<file path="config.mk">
export PLATFORM = sky130hd
export DESIGN_NAME = gmac_tx_arbiter
export DESIGN_NICKNAME = d
export VERILOG_FILES = /design/src/rtl/gmac_tx_arbiter.sv
export SDC_FILE = /design/constraint.sdc
export NUM_CORES = 1
export LEC_CHECK = 0
export ABC_AREA = 1
export CAP_MARGIN = 10
export CORE_MARGIN = 3
export CORE_UTILIZATION = 52
export DETAILED_ROUTE_END_ITERATION = 16
export HOLD_SLACK_MARGIN = 0.08
export PLACE_DENSITY = 0.78
export SKIP_LAST_GASP = 1
export SYNTH_ARGS = -nofsm -noshare
export SYNTH_HDL_FRONTEND = slang
export SYNTH_SLANG_ARGS = --single-unit
</file>
<file path="constraint.sdc">
create_clock -name clk125 -period 2.2 [get_ports clk125]
set_clock_uncertainty 0.1 [all_clocks]
set_input_delay 0.55 -clock clk125 [delete_from_list [all_inputs] [get_ports clk125]]
set_output_delay 0.55 -clock clk125 [all_outputs]
set_load 0.005 [all_outputs]
</file>
<file path="src/rtl/gmac_tx_arbiter.sv">
`default_nettype none
// +----------------------------------------------------------------------------+
// | gmac_tx_arbiter : NUM_CH framed sources arbitrated onto the GMAC TX stream |
// | Optional GMAC_ARB_STATS_EN adds frame_cnt / abort_cnt. Rev 1.0             |
// +----------------------------------------------------------------------------+
module gmac_tx_arbiter #(
  parameter int NUM_CH      = 4,
  parameter int DATA_W      = 8,
  parameter int ARB_MODE    = 0,
  parameter int SOF_TIMEOUT = 1024,
  parameter int MAX_FRAME   = 1472,
  parameter int IFG_CYCLES  = 12
) (
  input  logic                     clk125,
  input  logic                     rst_n,
  input  logic [NUM_CH-1:0]        ch_req,
  input  logic [NUM_CH-1:0]        ch_val,
  input  logic [NUM_CH-1:0]        ch_sof,
  input  logic [NUM_CH-1:0]        ch_eof,
  input  logic [NUM_CH*DATA_W-1:0] ch_data,
  output logic [NUM_CH-1:0]        ch_confirm,
  output logic                     mac_req,
  input  logic                     mac_confirm,
  output logic                     mac_val,
  output logic                     mac_sof,
  output logic                     mac_eof,
  output logic [DATA_W-1:0]        mac_data,
  output logic [2:0]               active_ch,
  output logic                     busy,
  output logic                     abort_err
`ifdef GMAC_ARB_STATS_EN
  ,
  output logic [NUM_CH*32-1:0]     frame_cnt,
  output logic [NUM_CH*16-1:0]     abort_cnt
`endif
);

  localparam int          c_CW       = (NUM_CH > 1) ? $clog2(NUM_CH) : 1;
  localparam logic [15:0] c_TO_LAST  = 16'(SOF_TIMEOUT - 1);
  localparam logic [15:0] c_MAX      = 16'(MAX_FRAME);
  localparam logic [7:0]  c_IFG_LAST = (IFG_CYCLES > 0) ? 8'(IFG_CYCLES - 1) : 8'd0;

  typedef enum logic [2:0] {
    S_IDLE, S_MAC_REQ, S_WAIT_SOF, S_STREAM, S_DRAIN, S_GAP
  } state_t;

  state_t            r_state, w_state_nxt;
  logic [c_CW-1:0]   r_cur, r_last, w_win, w_idx;
  logic [15:0]       r_timer, r_cnt, w_cnt_nxt, w_cnt_inc;
  logic [7:0]        r_gap;
  logic [DATA_W-1:0] w_bytes [NUM_CH];
  logic              w_req, w_val, w_sof, w_eof;
  logic              w_start, w_grant, w_fwd, w_fwd_sof, w_fwd_eof, w_abort;

  for (genvar g = 0; g < NUM_CH; g++) begin : g_bytes
    assign w_bytes[g] = ch_data[g*DATA_W +: DATA_W];
  end

  assign w_req     = ch_req[r_cur];
  assign w_val     = ch_val[r_cur];
  assign w_sof     = ch_sof[r_cur];
  assign w_eof     = ch_eof[r_cur];
  assign w_cnt_inc = (r_cnt == 16'hFFFF) ? r_cnt : r_cnt + 16'd1;
  assign mac_req   = (r_state == S_MAC_REQ);
  assign busy      = (r_state != S_IDLE);

  // Descending scan: the candidate closest to the start point is written last and wins.
  always_comb begin
    w_win = '0;
    w_idx = '0;
    for (int k = NUM_CH; k >= 1; k--) begin
      if (ARB_MODE == 0) w_idx = c_CW'((int'(r_last) + k) % NUM_CH);
      else               w_idx = c_CW'(k - 1);
      if (ch_req[w_idx]) w_win = w_idx;
    end
  end

  always_ff @(posedge clk125) begin
    if (!rst_n) r_state <= S_IDLE;
    else        r_state <= w_state_nxt;
  end

  always_comb begin
    w_state_nxt = r_state;
    w_start     = 1'b0;
    w_grant     = 1'b0;
    w_fwd       = 1'b0;
    w_fwd_sof   = 1'b0;
    w_fwd_eof   = 1'b0;
    w_abort     = 1'b0;
    w_cnt_nxt   = r_cnt;
    case (r_state)
      S_IDLE: begin
        if (|ch_req) begin
          w_start     = 1'b1;
          w_state_nxt = S_MAC_REQ;
        end
      end
      S_MAC_REQ: begin
        if (mac_confirm) begin
          w_grant     = 1'b1;
          w_state_nxt = S_WAIT_SOF;
        end else if (!w_req) begin
          w_state_nxt = S_IDLE;
        end
      end
      S_WAIT_SOF: begin
        if (w_val && w_sof) begin
          w_fwd     = 1'b1;
          w_fwd_sof = 1'b1;
          w_cnt_nxt = 16'd1;
          if (w_eof) begin
            w_fwd_eof   = 1'b1;
            w_state_nxt = S_GAP;
          end else if (c_MAX == 16'd1) begin
            w_fwd_eof   = 1'b1;
            w_abort     = 1'b1;
            w_state_nxt = S_DRAIN;
          end else begin
            w_state_nxt = S_STREAM;
          end
        end else if (r_timer == c_TO_LAST) begin
          w_abort     = 1'b1;
          w_state_nxt = S_IDLE;
        end
      end
      S_STREAM: begin
        if (w_val) begin
          w_fwd     = 1'b1;
          w_cnt_nxt = w_cnt_inc;
          if (w_eof) begin
            w_fwd_eof   = 1'b1;
            w_state_nxt = S_GAP;
          end else if (w_cnt_inc == c_MAX) begin
            w_fwd_eof   = 1'b1;
            w_abort     = 1'b1;
            w_state_nxt = S_DRAIN;
          end
        end
      end
      S_DRAIN: begin
        if (w_val && w_eof) w_state_nxt = S_GAP;
      end
      S_GAP: begin
        if (r_gap == c_IFG_LAST) w_state_nxt = S_IDLE;
      end
      default: w_state_nxt = S_IDLE;
    endcase
  end

  always_ff @(posedge clk125) begin
    if (!rst_n) begin
      r_cur      <= '0;
      r_last     <= c_CW'(NUM_CH - 1);
      r_timer    <= '0;
      r_cnt      <= '0;
      r_gap      <= '0;
      ch_confirm <= '0;
      mac_val    <= 1'b0;
      mac_sof    <= 1'b0;
      mac_eof    <= 1'b0;
      mac_data   <= '0;
      active_ch  <= '0;
      abort_err  <= 1'b0;
    end else begin
      ch_confirm <= '0;
      abort_err  <= w_abort;
      mac_val    <= w_fwd;
      mac_sof    <= w_fwd_sof;
      mac_eof    <= w_fwd_eof;
      r_cnt      <= w_cnt_nxt;
      r_timer    <= (r_state == S_WAIT_SOF) ? r_timer + 16'd1 : 16'd0;
      r_gap      <= (r_state == S_GAP) ? r_gap + 8'd1 : 8'd0;
      if (w_fwd)   mac_data <= w_bytes[r_cur];
      if (w_start) r_cur    <= w_win;
      if (w_grant) begin
        ch_confirm[r_cur] <= 1'b1;
        r_last            <= r_cur;
        active_ch         <= 3'(r_cur);
      end
    end
  end

`ifdef GMAC_ARB_STATS_EN
  // r_cur stays on the aborting/ending channel for the cycle the pulse is visible.
  for (genvar g = 0; g < NUM_CH; g++) begin : g_stats
    logic [31:0] r_frames;
    logic [15:0] r_aborts;
    always_ff @(posedge clk125) begin
      if (!rst_n) begin
        r_frames <= '0;
        r_aborts <= '0;
      end else if (r_cur == c_CW'(g)) begin
        if (mac_eof)   r_frames <= r_frames + 32'd1;
        if (abort_err) r_aborts <= r_aborts + 16'd1;
      end
    end
    assign frame_cnt[g*32 +: 32] = r_frames;
    assign abort_cnt[g*16 +: 16] = r_aborts;
  end
`endif

endmodule
`default_nettype wire

</file>
==> out/qor.yml <==
run_status: "completed"
grt.total_usage_pct: 25.7
cp-end-kind: "register"
via_per_inst: 5.37
drtPass1Iterations: 6
syn-mean-instance-area_um2: 6.64
clk_latency_ns: 0.34
cts.sinks: 65
drive_gt1_share_pct: 15.2
grt_pass1_vias: 3574
overflow: 0
ant_nets: 0
synth_top_area_share_pct: 35.9
p_per_area_mw_per_mm2: 765
io_pins: 72
slew_viol_final: 0
n_fill_cell: 533
grt_max_degree: 21
max_clock_freq_ghz: 0.485
cp_max_fo: 4
critPathRequiredTime_ns: 2.33
syn2layout_area_growth_pct: 34.7
final_util_pct: 74.7
antenna_found_initial: 0
start_kind: "register"
path_clk_slew_ns: 0.07
power_frac_seq_pct: 37.1
syn_area_mm2: 0.00362
yosys_warnings: 0
synth_seq_cells: 65
grt_pass1_wl_um: 16100
leakagePower_nw: 1.92
final_cell_mix: "138 x nand2_1, 68 x clkdlybuf4s50_1, 64 x inv_1"
power_switching_w: 0.00124
dp_cells: 702
synthTopCellsByArea: "dfxtp_1 36%, nand2_1 14%, inv_1 6.7%"
start_util_pct: 55.4
wl_per_cell_um: 13.7
diodes: 0
htreeDepth: 3
core_area_mm2: 0.00653
sw_frac_of_total_pct: 33.3
hold_viol: 0
routed_wl_um: 9910
stdcell_count: 723
nNetsFinal: 695
fin_crit_sh_pct: 93.7
pwr-share-clk_pct: 30.0
clockRootBuffer: "clkbuf_8"
netlist_instances: 545
cts_max_path_buffers: 2
arrival_ns: 2.19
gp_congestion: 0.916
dp_slack_ns: -0.0617
fin_setup_tns_ns: 0
die_x_um: 89.4
dieHeight_um: 89.4
rows: 29
rsz0062_at_grt: "yes"
hp-class: "reg -> reg"
holdBufCountCts: 0
internal_power_w: 0.00249
final_area_mm2: 0.00488
port_buffers: 70
drcViolationCount: 0
synth_cell_type_count: 38
cts_buffers: 9
worstSetupPathType: "reg -> reg"
final.min_clock_period_ns: 2.06
p_comb_share_pct: 32.9
setup_violations: 0
peakVddDrop_uv: 442
layout_commonest_cell: "nand2_1"
yosysSeqAreaShare_pct: 35.9
worst_slack_ns: 0.139
syn-num-nets: 599
dp_hpwl_um: 7480
vias: 3883
cts_tree: "built"
drv_cap: 0
drt_iter0_markers: 145
placed_area_mm2: 0.00452
synth_top_area_cell: "dfxtp_1"
die-area_mm2: 0.00800
## layout make-up
class / instances / area [µm²] / area share (%)
repair buffers: 102 / 955 / 19.6
flip-flops and latches: 65 / 1310 / 26.9
well taps: 77 / 96.3 / 1.98
clock buffers: 10 / 128 / 2.62
clock inverters: 6 / 91.3 / 1.87
multi-input cells: 395 / 2040 / 41.8
inverters: 68 / 255 / 5.23
## sequential cells by signal (all words and copies together) (netlist names), 2 cells and up
| name | flops |
|---|---|
| ch_confirm | 4 |
| r_gap | 8 |
| active_ch | 2 |
| r_timer | 16 |
| mac_data | 8 |
| r_cur | 2 |
| r_state | 3 |
| r_cnt | 16 |
| r_last | 2 |
## critical path, stage by stage (launching register included)
cell and delay, ns:
dfxtp_1 0.37, buf_4 0.16, nand3_1 0.16, nor2_2 0.21, nand3_1 0.10, nand2_1 0.08, nand3_2 0.11, nor2_1 0.11
nand2_1 0.06, nor2_1 0.11, nand2_1 0.10, nand3_2 0.08, nand4_1 0.09, nand2_1 0.07, nor2_1 0.04
## synthesized netlist by cell type
cell type  instances
nand2_1          139
nand2_2            4
xor2_2             1
o221ai_1           1
nor2_4             2
a41oi_1            8
o21ai_0           33
nor3_1            21
nor3b_1            1
nor2_1            60
nand3b_1           1
ha_1               3
buf_2              4
dfxtp_1           65
o211ai_1           2
a31oi_1            5
nand4_1           13
xnor2_1            4
clkbuf_1           5
nor2_2             2
a221oi_1           2
nand3_2            2
a211oi_1           1
nand3_1           31
nand2_4            1
buf_4              5
buf_6              4
or2_2              2
inv_2              2
a22oi_1           11
a21oi_1           33
o211a_1            1
xor2_1             5
conb_1             1
clkinv_1           1
inv_1             65
nor4_1             3
o21bai_1           1
## path summary, 6_finish.rpt
| check | start | to | slack (ns) | cells past startpoint |
|---|---|---|---|---|
| setup / recovery | r_cnt[1]$_SDFFE_PN0P_ | r_state[1]$_SDFFE_PN0P_ | 0.14 | 14 |
| hold reg to reg | r_timer[0]$_SDFF_PN0_ | r_timer[0]$_SDFF_PN0_ | 0.32 | 1 |
| hold / removal | r_timer[0]$_SDFF_PN0_ | r_timer[0]$_SDFF_PN0_ | 0.32 | 1 |
| setup reg to reg | r_cnt[1]$_SDFFE_PN0P_ | r_state[1]$_SDFFE_PN0P_ | 0.14 | 14 |
## power groups by stage
stage                     Sequential [W]  Combinational [W]  Clock [W]
after global placement           0.00139            0.00117          0
final                            0.00139            0.00123    0.00112
after global routing             0.00140            0.00137    0.00119
after floorplan                  0.00134           0.000767          0
after detailed placement         0.00139            0.00119          0
after CTS                        0.00137            0.00121    0.00114
## through the flow
stage	total power (W)	hold slack, ns
CTS	0.00373	0.353
finish	0.00373	0.318
global route	0.00396	0.329
detailed placement	0.00258	0.336
global placement	0.00256	0.326
floorplan	0.00211	0.318
## kinds of logic after synthesis
family | count (synthesis) | share of synthesized area, %
adder cells (fa/ha/maj) | 3 | 1.04
AO/OA/AOI/OAI | 98 | 16.0
buffers and inverters | 86 | 10.4
AND/OR/NAND/NOR | 282 | 33.9
XOR/XNOR | 10 | 2.63
flip-flops | 65 | 35.9
other | 1 | 0.104
## metal layers
layer  GRT usage, %  vias up  share of wire [%]
met5              0        -                  0
met4           10.0        0                1.5
met3           5.90       13                6.4
met2           41.9      131                 47
met1           32.8     1747                 45
li1               -     1992                  -
## timing repair
action,4_1_cts,5_1_grt
pin swaps,2,5
gates resized for setup,5,35
endpoints found under the setup margin,3,16
buffers inserted,1,3
cloned,0,1
No activity file was read; power rests on OpenSTA's default activity.
